File: config.mk
export PLATFORM = sky130hd
export DESIGN_NAME = ms_fifo_rr
export DESIGN_NICKNAME = d
export VERILOG_FILES = /design/src/rtl/ms_fifo_pkg.sv /design/src/rtl/ms_fifo_rr_arbiter.sv /design/src/rtl/ms_fifo_rr.sv
export SDC_FILE = /design/constraint.sdc
export NUM_CORES = 1
export LEC_CHECK = 0
export BUFFER_PORTS_ARGS = -buffer_cell sky130_fd_sc_hd__buf_2
export CORE_MARGIN = 4
export CORE_UTILIZATION = 35
export DETAILED_ROUTE_END_ITERATION = 10
export GPL_ROUTABILITY_DRIVEN = 0
export GPL_TIMING_DRIVEN = 0
export PLACE_DENSITY = 0.63
export REMOVE_ABC_BUFFERS = 1
export SETUP_SLACK_MARGIN = 0.5
export SKIP_LAST_GASP = 1
export SLEW_MARGIN = 20
export SYNTH_ARGS = -nofsm -noshare
export SYNTH_HDL_FRONTEND = slang
export SYNTH_HIERARCHICAL = 1
export SYNTH_SLANG_ARGS = --single-unit
File: constraint.sdc
create_clock -name ck -period 6.65 [get_ports ck]
set_clock_uncertainty 0.1 [all_clocks]
set_input_delay 0.665 -clock ck [delete_from_list [all_inputs] [get_ports ck]]
set_output_delay 0.665 -clock ck [all_outputs]
set_load 0.05 [all_outputs]
File: src/rtl/ms_fifo_pkg.sv
// Shared helpers for the multi-stream FIFO family: width derivation,
// tag extraction and the rotate-priority one-hot search.
package ms_fifo_pkg;

    localparam int unsigned MAX_N = 32;

    function automatic int unsigned tag_width_f(input int unsigned flux);
        return (flux > 32'd1) ? $clog2(flux) : 32'd1;
    endfunction

    function automatic int unsigned cnt_width_f(input int unsigned depth);
        return $clog2(depth + 32'd1);
    endfunction

    function automatic int unsigned tag_of(input logic [63:0] data,
                                           input int unsigned width,
                                           input int unsigned tw);
        logic [63:0] sh;
        sh = data >> (width - tw);
        return 32'(sh & ((64'd1 << tw) - 64'd1));
    endfunction

    // First set request at or above ptr, wrapping modulo n.
    function automatic logic [MAX_N-1:0] rr_onehot(input logic [MAX_N-1:0] req,
                                                   input int unsigned ptr,
                                                   input int unsigned n);
        logic [MAX_N-1:0] g;
        logic             found;
        int unsigned      idx;
        g     = '0;
        found = 1'b0;
        for (int unsigned j = 0; j < MAX_N; j++) begin
            idx = ptr + j;
            idx = (idx >= n) ? idx - n : idx;
            if ((j < n) && !found && req[idx[4:0]]) begin
                g[idx[4:0]] = 1'b1;
                found       = 1'b1;
            end else begin
                found = found;
            end
        end
        return g;
    endfunction

endpackage

File: src/rtl/ms_fifo_rr_arbiter.sv
// Round-robin arbiter: combinational one-hot grant, pointer moves past the winner.
module rr_arbiter
    import ms_fifo_pkg::*;
#(
    parameter int N = 2
) (
    input  logic         ck,
    input  logic         rst,
    input  logic [N-1:0] req,
    output logic [N-1:0] gnt
);

    localparam int PW = (N > 1) ? $clog2(N) : 1;

    logic [PW-1:0] rr_ptr_r;
    logic [PW-1:0] ptr_nxt_s;

    // Grant decode and next pointer
    always_comb begin
        gnt       = N'(rr_onehot(MAX_N'(req), 32'(rr_ptr_r), N));
        ptr_nxt_s = rr_ptr_r;
        for (int k = 0; k < N; k++) begin
            ptr_nxt_s = gnt[k] ? ((k == N - 1) ? '0 : PW'(k + 1)) : ptr_nxt_s;
        end
    end

    // Pointer register
    always_ff @(posedge ck or negedge rst) begin
        if (!rst) begin
            rr_ptr_r <= '0;
        end else begin
            rr_ptr_r <= ptr_nxt_s;
        end
    end

endmodule

File: src/rtl/ms_fifo_rr.sv
// Multi-stream tagged FIFO with round-robin read arbitration.
// Optional almost_full output enabled by defining MS_FIFO_ALMOST_EN.
module ms_fifo_rr
    import ms_fifo_pkg::*;
#(
    parameter int WIDTH = 8,
    parameter int DEPTH = 4,
    parameter int FLUX  = 2,
`ifdef MS_FIFO_ALMOST_EN
    parameter int AF_LEVEL = DEPTH - 1,
`endif
    localparam int TAG_WIDTH = tag_width_f(FLUX),
    localparam int CNT_WIDTH = cnt_width_f(DEPTH)
) (
    input  logic                      ck,
    input  logic                      rst,
    input  logic                      wr,
    input  logic [WIDTH-1:0]          datain,
    input  logic [FLUX-1:0]           rd,
    output logic [FLUX-1:0]           gnt,
    output logic [FLUX-1:0]           full,
    output logic [FLUX-1:0]           empty,
    output logic [FLUX*CNT_WIDTH-1:0] count,
    output logic [FLUX-1:0]           ovf,
    output logic [WIDTH-1:0]          dataout,
    output logic                      dout_valid,
`ifdef MS_FIFO_ALMOST_EN
    output logic [FLUX-1:0]           almost_full,
`endif
    output logic [TAG_WIDTH-1:0]      dout_ch
);

    localparam int PW = $clog2(DEPTH);

    logic [WIDTH-1:0]     mem_r [FLUX][DEPTH];
    logic [PW-1:0]        wp_r  [FLUX];
    logic [PW-1:0]        rp_r  [FLUX];
    logic [CNT_WIDTH-1:0] cnt_r [FLUX];
    logic [FLUX-1:0]      ovf_r;
    logic [FLUX-1:0]      wacc_s;
    logic [FLUX-1:0]      wrej_s;
    logic [FLUX-1:0]      req_s;
    logic [TAG_WIDTH-1:0] gidx_s;
    int unsigned          tag_s;

    function automatic logic [PW-1:0] ptr_inc(input logic [PW-1:0] p);
        return (p == PW'(DEPTH - 1)) ? '0 : p + 1'b1;
    endfunction

    // Flag decode from registered occupancy
    always_comb begin
        for (int i = 0; i < FLUX; i++) begin
            full[i]  = (cnt_r[i] == CNT_WIDTH'(DEPTH));
            empty[i] = (cnt_r[i] == '0);
            count[i*CNT_WIDTH +: CNT_WIDTH] = cnt_r[i];
        end
        ovf = ovf_r;
    end

`ifdef MS_FIFO_ALMOST_EN
    // Almost-full decode
    always_comb begin
        for (int i = 0; i < FLUX; i++) begin
            almost_full[i] = (cnt_r[i] >= CNT_WIDTH'(AF_LEVEL));
        end
    end
`endif

    // Write accept/reject per channel; out-of-range tags match nothing
    always_comb begin
        tag_s  = tag_of(64'(datain), WIDTH, TAG_WIDTH);
        wacc_s = '0;
        wrej_s = '0;
        for (int i = 0; i < FLUX; i++) begin
            if (wr && (tag_s == 32'(i))) begin
                wacc_s[i] = ~full[i];
                wrej_s[i] = full[i];
            end else begin
                wacc_s[i] = 1'b0;
                wrej_s[i] = 1'b0;
            end
        end
    end

    // Eligible requests and granted channel index
    always_comb begin
        req_s  = rd & ~empty;
        gidx_s = '0;
        for (int i = 0; i < FLUX; i++) begin
            gidx_s = gnt[i] ? TAG_WIDTH'(i) : gidx_s;
        end
    end

    rr_arbiter #(.N(FLUX)) u_arb (
        .ck  (ck),
        .rst (rst),
        .req (req_s),
        .gnt (gnt)
    );

    // Pointers, occupancy and sticky overflow
    always_ff @(posedge ck or negedge rst) begin
        if (!rst) begin
            for (int i = 0; i < FLUX; i++) begin
                wp_r[i]  <= '0;
                rp_r[i]  <= '0;
                cnt_r[i] <= '0;
            end
            ovf_r <= '0;
        end else begin
            for (int i = 0; i < FLUX; i++) begin
                wp_r[i]  <= wacc_s[i] ? ptr_inc(wp_r[i]) : wp_r[i];
                rp_r[i]  <= gnt[i] ? ptr_inc(rp_r[i]) : rp_r[i];
                cnt_r[i] <= cnt_r[i] + CNT_WIDTH'(wacc_s[i]) - CNT_WIDTH'(gnt[i]);
            end
            ovf_r <= ovf_r | wrej_s;
        end
    end

    // Storage array, deliberately not reset
    always_ff @(posedge ck) begin
        for (int i = 0; i < FLUX; i++) begin
            if (wacc_s[i]) begin
                mem_r[i][wp_r[i]] <= datain;
            end
        end
    end

    // Registered read port
    always_ff @(posedge ck or negedge rst) begin
        if (!rst) begin
            dataout    <= '0;
            dout_valid <= 1'b0;
            dout_ch    <= '0;
        end else if (|gnt) begin
            dataout    <= mem_r[gidx_s][rp_r[gidx_s]];
            dout_valid <= 1'b1;
            dout_ch    <= gidx_s;
        end else begin
            dout_valid <= 1'b0;
        end
    end

endmodule

==> run_results.csv, run 1 <==
group,metric,value,unit
logic_synthesis,synth-seq-cells,91,
sta,setup_total_negative_slack,0,ns
logic_synthesis,ys_dominant_reg_cell,"sky130_fd_sc_hd__edfxtp_1",
worst_setup_path,crit_required,5.88,ns
worst_setup_path,startpoint_types,"flop",
logic_synthesis,synth-edff-count,64,
drt,ant_nets,0,
drt,wl,7418,um
floorplanning,design.core.area,10510,um2
clock_network,post_cts_resized,0,
power_and_ir_drop,powerDensity,471.9,nW/um2
clock_network,cts-htree-levels,3,
clock_network,cts_tree,"done",
layout,final_layout_size_suffix_gt1_share,25.45,%
clock_network,cts-hold-fix-buffers,0,
worst_setup_path,cpPeakStageDelay,0.66,ns
logic_synthesis,ys_async_sr_fraction,29.67,%
sta,hold-worst-slack,0.2514,ns
drt,routed_wl_per_cell,17.87,um
grt,grt.total_usage,12.44,%
clock_network,post_cts_buffers,0,
power_and_ir_drop,power.ir.vdd_worst,0.1770,mV
clock_network,clk_path_buf_depth,2,
layout,layoutNonFillerInstCount,415,
sta,max_slew.worst_pin.slew,1.129,ns
layout,ff_latch_area,2597,um2
worst_setup_path,critical_path.max_fanout,9,
power_and_ir_drop,cellLeakagePower,1.737,nW
power_and_ir_drop,totalPowerFinal,2.047,mW
placement,post_dp_cell_area,4129,um2
sta,final-setup-viol-count,0,
worst_setup_path,critPathTopFamily,"compound AO/OA/AOI/OAI gates",
logic_synthesis,number_of_standard_cells_after_synthesis,233,
worst_setup_path,worstPathCellList,"nor3_1 -> nor2b_1 -> a21boi_1 -> buf_2",
logic_synthesis,synthDominantCellAreaShare,50.21,%
grt,overflow,0,
grt,antenna_found_initial,0,
grt,largest_net_degree_at_the_start_of_global_routing,28,
run,max-cap-violations,0,
clock_network,root_buffer,"sky130_fd_sc_hd__clkbuf_8",
floorplanning,effective_utilization_at_floorplan,36.42,%
layout,design_area,4338,um2
worst_setup_path,cp_slowest_cell,"sky130_fd_sc_hd__a21boi_1",
min_path,worst_hold_path_type,"in -> async",
floorplanning,io_pins,37,
clock_network,worst_setup_hold_path_clk_slew,0.10,ns
grt,first_global_vias,2114,
logic_synthesis,yosysMostFrequentCell,"sky130_fd_sc_hd__edfxtp_1",
logic_synthesis,synth.avg_cell_area,16.43,um2
drt,first_pass_iters,4,
worst_setup_path,cp_data_arrival_time,2.19,ns
logic_synthesis,netlist_area,3827,um2
sta,fin_ws,3.691,ns
layout,final_nets,303,
floorplanning,rows,37,
layout,syn_to_final_growth,13.34,%
logic_synthesis,synthTopCellsByArea,"sky130_fd_sc_hd__edfxtp_1 (50%), sky130_fd_sc_hd__dfrtp_1 (18%), sky130_fd_sc_hd__mux2i_1 (9.9%)",
drt,vias,2008,
drt,avgViaCountPerCell,4.839,
drt,drc,0,
sta,unrepaired_setup_endpoints_after_global_routing,"false",
sta,finalHoldViolCount,0,
floorplanning,die_area,12670,um2
layout,n_fill_cell,951,
layout,final_core_util,41.28,%
logic_synthesis,yosys_warnings,6,
floorplanning,die_height,112.6,um
worst_setup_path,worst_setup_path_end_kind,"output port",
logic_synthesis,post_synth_most_frequent_cells,"sky130_fd_sc_hd__edfxtp_1 (64), sky130_fd_sc_hd__mux2i_1 (38), sky130_fd_sc_hd__dfrtp_1 (27)",
sta,fmax,338.0,MHz
placement,port_buffers,36,
placement,post-place-ws,3.294,ns
worst_setup_path,critical_path_class,"reg -> out",
sta,finalCritPeriodShare,44.49,%
sta,timing_max_transition_violations_final,0,
worst_setup_path,critPathBufInv,1,
logic_synthesis,yosysSeqAreaShare,67.87,%
clock_network,cts_buffers,9,
placement,place_inst,399,
grt,grt_first_pass_wirelength,11810,um
clock_network,clock_sinks,91,
layout,combined_area_of_the_multi_input_logic_cells,1121,um2
floorplanning,die-width,112.6,um
placement,dpl.hpwl,4706,um
layout,antenna_cells,0,
sta,relSlewSlack,24.71,%
logic_synthesis,synthDominantAreaCellType,"sky130_fd_sc_hd__edfxtp_1",
drt,first_iter_violations,95,
clock_network,worstSkewPairLatency,0.35,ns
outcome,status,"finished, final reports clean",
logic_synthesis,synth.lib_cells_used.distinct,32,
sta,fin_crit_period,2.959,ns
cell type report:
class                      count  area share, %
clock buffer                  10          3.173
inverter                      16          1.384
sequential                    91          59.88
clock inverter                 6          1.644
multi-input combinational    120          25.84
tap                          136          3.923
timing repair buffer          36          4.153
layout by cell type, fill, tap and decap left out, types with 7 or more instances in the layout:
master / count
sky130_fd_sc_hd__ha_1: 14
sky130_fd_sc_hd__clkbuf_8: 10
sky130_fd_sc_hd__and2_1: 8
sky130_fd_sc_hd__inv_1: 16
sky130_fd_sc_hd__edfxtp_1: 64
sky130_fd_sc_hd__mux2_2: 7
sky130_fd_sc_hd__mux2i_1: 38
sky130_fd_sc_hd__o22ai_1: 7
sky130_fd_sc_hd__buf_2: 36
sky130_fd_sc_hd__dfrtp_1: 27
kinds of logic (layout without fill, tap and decap cells):
kind of cell,Yosys count,count (layout),synth area share [%]
AOI/OAI and AO/OA,23,23,4.936
buffers and inverters,22,68,3.138
muxes,46,46,12.59
adders and majority gates,16,16,5.623
xor gates and xnor gates,4,4,0.9155
and+or+nand+nor,31,31,4.936
DFF,91,91,67.87
flip-flops by register name (all words and copies together) (netlist names):
name,cells
dataout,8
rp_r,4
count,6
wp_r,4
dout_ch,1
mem_r,64
dout_valid,1
u_arb/rr_ptr_r,1
ovf,2
power breakdown:
group	total [mW]	switching (mW)	internal, mW
registers	0.878	0.139	0.739
clock network	0.393	0.205	0.188
logic	0.776	0.491	0.286
per-layer routing:
metal | routed length (um) | vias to the layer above | GRT usage, %
met5 | 0 | - | 0
met4 | 110 | 0 | 4.087
met3 | 302 | 10 | 2.965
met2 | 3774 | 36 | 21.21
met1 | 3231 | 1017 | 15.56
li1 | - | 945 | -
final timing paths:
kind                                   end  slack [ns]     start  cells past startpoint
worst max-delay path                gnt[0]        3.69  count[1]                      4
worst min-delay path            dataout[6]        0.25       rst                      1
worst max register to register    count[5]        3.85  count[4]                      9
worst min register to register      ovf[0]        0.37    ovf[0]                      1
max in group asynchronous          wp_r[2]        5.73       rst                      1
min in group ck                     ovf[0]        0.37    ovf[0]                      1
No activity file was read; power rests on OpenSTA's default activity.
==> run 2: changes to the inputs <==
Settings changed: PLACE_DENSITY 0.63 to 0.65.
Clock period 6.65 ns to 2.5 ns, I/O delays scaled along.
==> run 2 against run 1 <==
- clock-buffer cell count fell by 1
- final area rose by 14%
- routed wire length rose by 4.3%
- first-iteration DRC count fell by 29%
- die area did not move
- non-clock buffer count rose by 36
- cell count rose by 8.9%
- sequential power rose to 2.7 times the previous value
- flip-flop and latch count did not move
- worst hold slack got worse by 0.20 ns
- combinational power rose to 3.6 times the previous value
- sequential share of layout area fell by 7.0 points
==> run_results.csv, run 2 (same netlist as run 1, synthesis figures left out) <==
group,metric,value,unit
worst_setup_path,crit_required,2.64,ns
sta,fmax,445.7,MHz
layout,final_layout_size_suffix_gt1_share,46.20,%
grt,largest_net_degree_at_the_start_of_global_routing,28,
layout,layout_common_cells,"sky130_fd_sc_hd__edfxtp_1 (64), sky130_fd_sc_hd__mux2i_1 (38), sky130_fd_sc_hd__buf_2 (34)",
min_path,worst_hold_path_type,"in -> reg",
floorplanning,effective_utilization_at_floorplan,36.42,%
outcome,status,"finished, final reports clean",
layout,leading_cell_type_in_the_layout_fill_and_taps_excluded,"sky130_fd_sc_hd__edfxtp_1",
grt,first_global_vias,2212,
run,max-cap-violations,0,
sta,max_slew.worst_pin.slew,0.6666,ns
drt,avgViaCountPerCell,4.777,
sta,fin_crit_period,2.244,ns
layout,layoutNonFillerInstCount,452,
grt,overflow,0,
worst_setup_path,cp_data_arrival_time,2.39,ns
sta,final-setup-viol-count,0,
floorplanning,die-width,112.6,um
grt,antenna_found_initial,0,
worst_setup_path,startpoint_types,"flop",
clock_network,cts_buffers,9,
worst_setup_path,worst_setup_path_end_kind,"flop",
worst_setup_path,critical_path_class,"reg -> reg",
floorplanning,rows,37,
sta,timing_max_transition_violations_final,0,
clock_network,clk_path_buf_depth,2,
clock_network,cts_tree,"done",
placement,place_inst,399,
power_and_ir_drop,totalPowerFinal,6.159,mW
floorplanning,design.core.area,10510,um2
sta,fin_ws,0.2564,ns
clock_network,cts-htree-levels,3,
layout,final_nets,340,
floorplanning,die_height,112.6,um
clock_network,root_buffer,"sky130_fd_sc_hd__clkbuf_8",
drt,drc,0,
layout,largest_reg_flops,64,
sta,finalHoldViolCount,0,
floorplanning,die_area,12670,um2
drt,wl,7737,um
power_and_ir_drop,cellLeakagePower,2.012,nW
drt,first_iter_violations,67,
placement,port_buffers,36,
clock_network,worst_setup_hold_path_clk_slew,0.10,ns
floorplanning,io_pins,37,
clock_network,worstSkewPairLatency,0.35,ns
sta,unrepaired_setup_endpoints_after_global_routing,"true",
drt,vias,2159,
layout,antenna_cells,0,
placement,dpl.hpwl,4497,um
drt,ant_nets,0,
layout,syn_to_final_growth,28.83,%
placement,post-place-ws,-0.5408,ns
sta,relSlewSlack,55.56,%
drt,routed_wl_per_cell,17.12,um
power_and_ir_drop,powerDensity,1249,nW/um2
drt,first_pass_iters,6,
worst_setup_path,critical_path.max_fanout,4,
clock_network,clock_sinks,91,
grt,grt.total_usage,12.45,%
grt,grt_first_pass_wirelength,11850,um
sta,finalCritPeriodShare,89.74,%
power_and_ir_drop,power.ir.vdd_worst,0.5544,mV
## run 2: power breakdown
| group | total, mW | internal, mW | switching, mW | leakage, nW |
|---|---|---|---|---|
| Combinational | 2.77 | 1.23 | 1.54 | 1.02 |
| Clock | 1.03 | 0.479 | 0.548 | 0.105 |
| Sequential | 2.36 | 1.98 | 0.384 | 0.889 |
## run 2: worst paths after layout
kind	start	to	slack, ns	depth (start not counted)
worst max-delay path	count[1]	count[2]	0.26	9
worst min-delay path	datain[5]	mem_r[0][21]	0.05	1
worst max register to register	count[1]	count[2]	0.26	9
worst min register to register	ovf[0]	ovf[0]	0.38	1
max in group asynchronous	rst	count[3]	1.47	2
min in group asynchronous	rst	dataout[2]	0.35	2
## run 2: repair_timing
action	in CTS	in global routing
setup endpoints to repair	21	48
pin swaps	15	12
resized for setup	42	34
endpoints found under the hold margin	27	0
cloned	1	0
hold buffers	1	0
buffers inserted	26	9
## run 2: per-layer routing
| layer | part of all wire (%) | track usage [%] | vias to the layer above |
|---|---|---|---|
| met5 | 0 | 0 | - |
| met4 | 1.5 | 4.808 | 0 |
| met3 | 2.1 | 2.102 | 10 |
| met2 | 53 | 21.56 | 27 |
| met1 | 44 | 15.50 | 1093 |
| li1 | - | - | 1029 |
## run 2: critical path: stages (launching register included)
cell and delay [ns]:
sky130_fd_sc_hd__dfrtp_2 0.45, sky130_fd_sc_hd__nor3_4 0.24, sky130_fd_sc_hd__nor2b_4 0.08, sky130_fd_sc_hd__a21boi_4 0.15, sky130_fd_sc_hd__ha_1 0.29, sky130_fd_sc_hd__inv_2 0.04, sky130_fd_sc_hd__ha_4 0.15, sky130_fd_sc_hd__fa_2 0.36
sky130_fd_sc_hd__xnor2_2 0.15, sky130_fd_sc_hd__xnor2_1 0.12
## run 2: stage by stage
step                      util (%)  hold WS [ns]  TNS, ns  instance area (um2)
final                        46.92       0.05122        0                 4931
after global routing         46.92       0.05854        0                 4931
after CTS                    45.04       0.04265        0                 4733
after detailed placement     39.29        0.2353   -3.496                 4129
after global placement       39.18        0.2391   -16.99                 4118
after floorplan                  -       -0.1456   -45.01                 3767
## run 2: final cells by class
type | count | area, um2
Fill cell | 894 | 5578
Sequential cell | 91 | 2606
Multi-Input combinational cell | 121 | 1360
Timing Repair Buffer | 72 | 531.8
Tap cell | 136 | 170.2
Clock buffer | 9 | 123.9
Clock inverter | 7 | 78.83
Inverter | 16 | 60.06
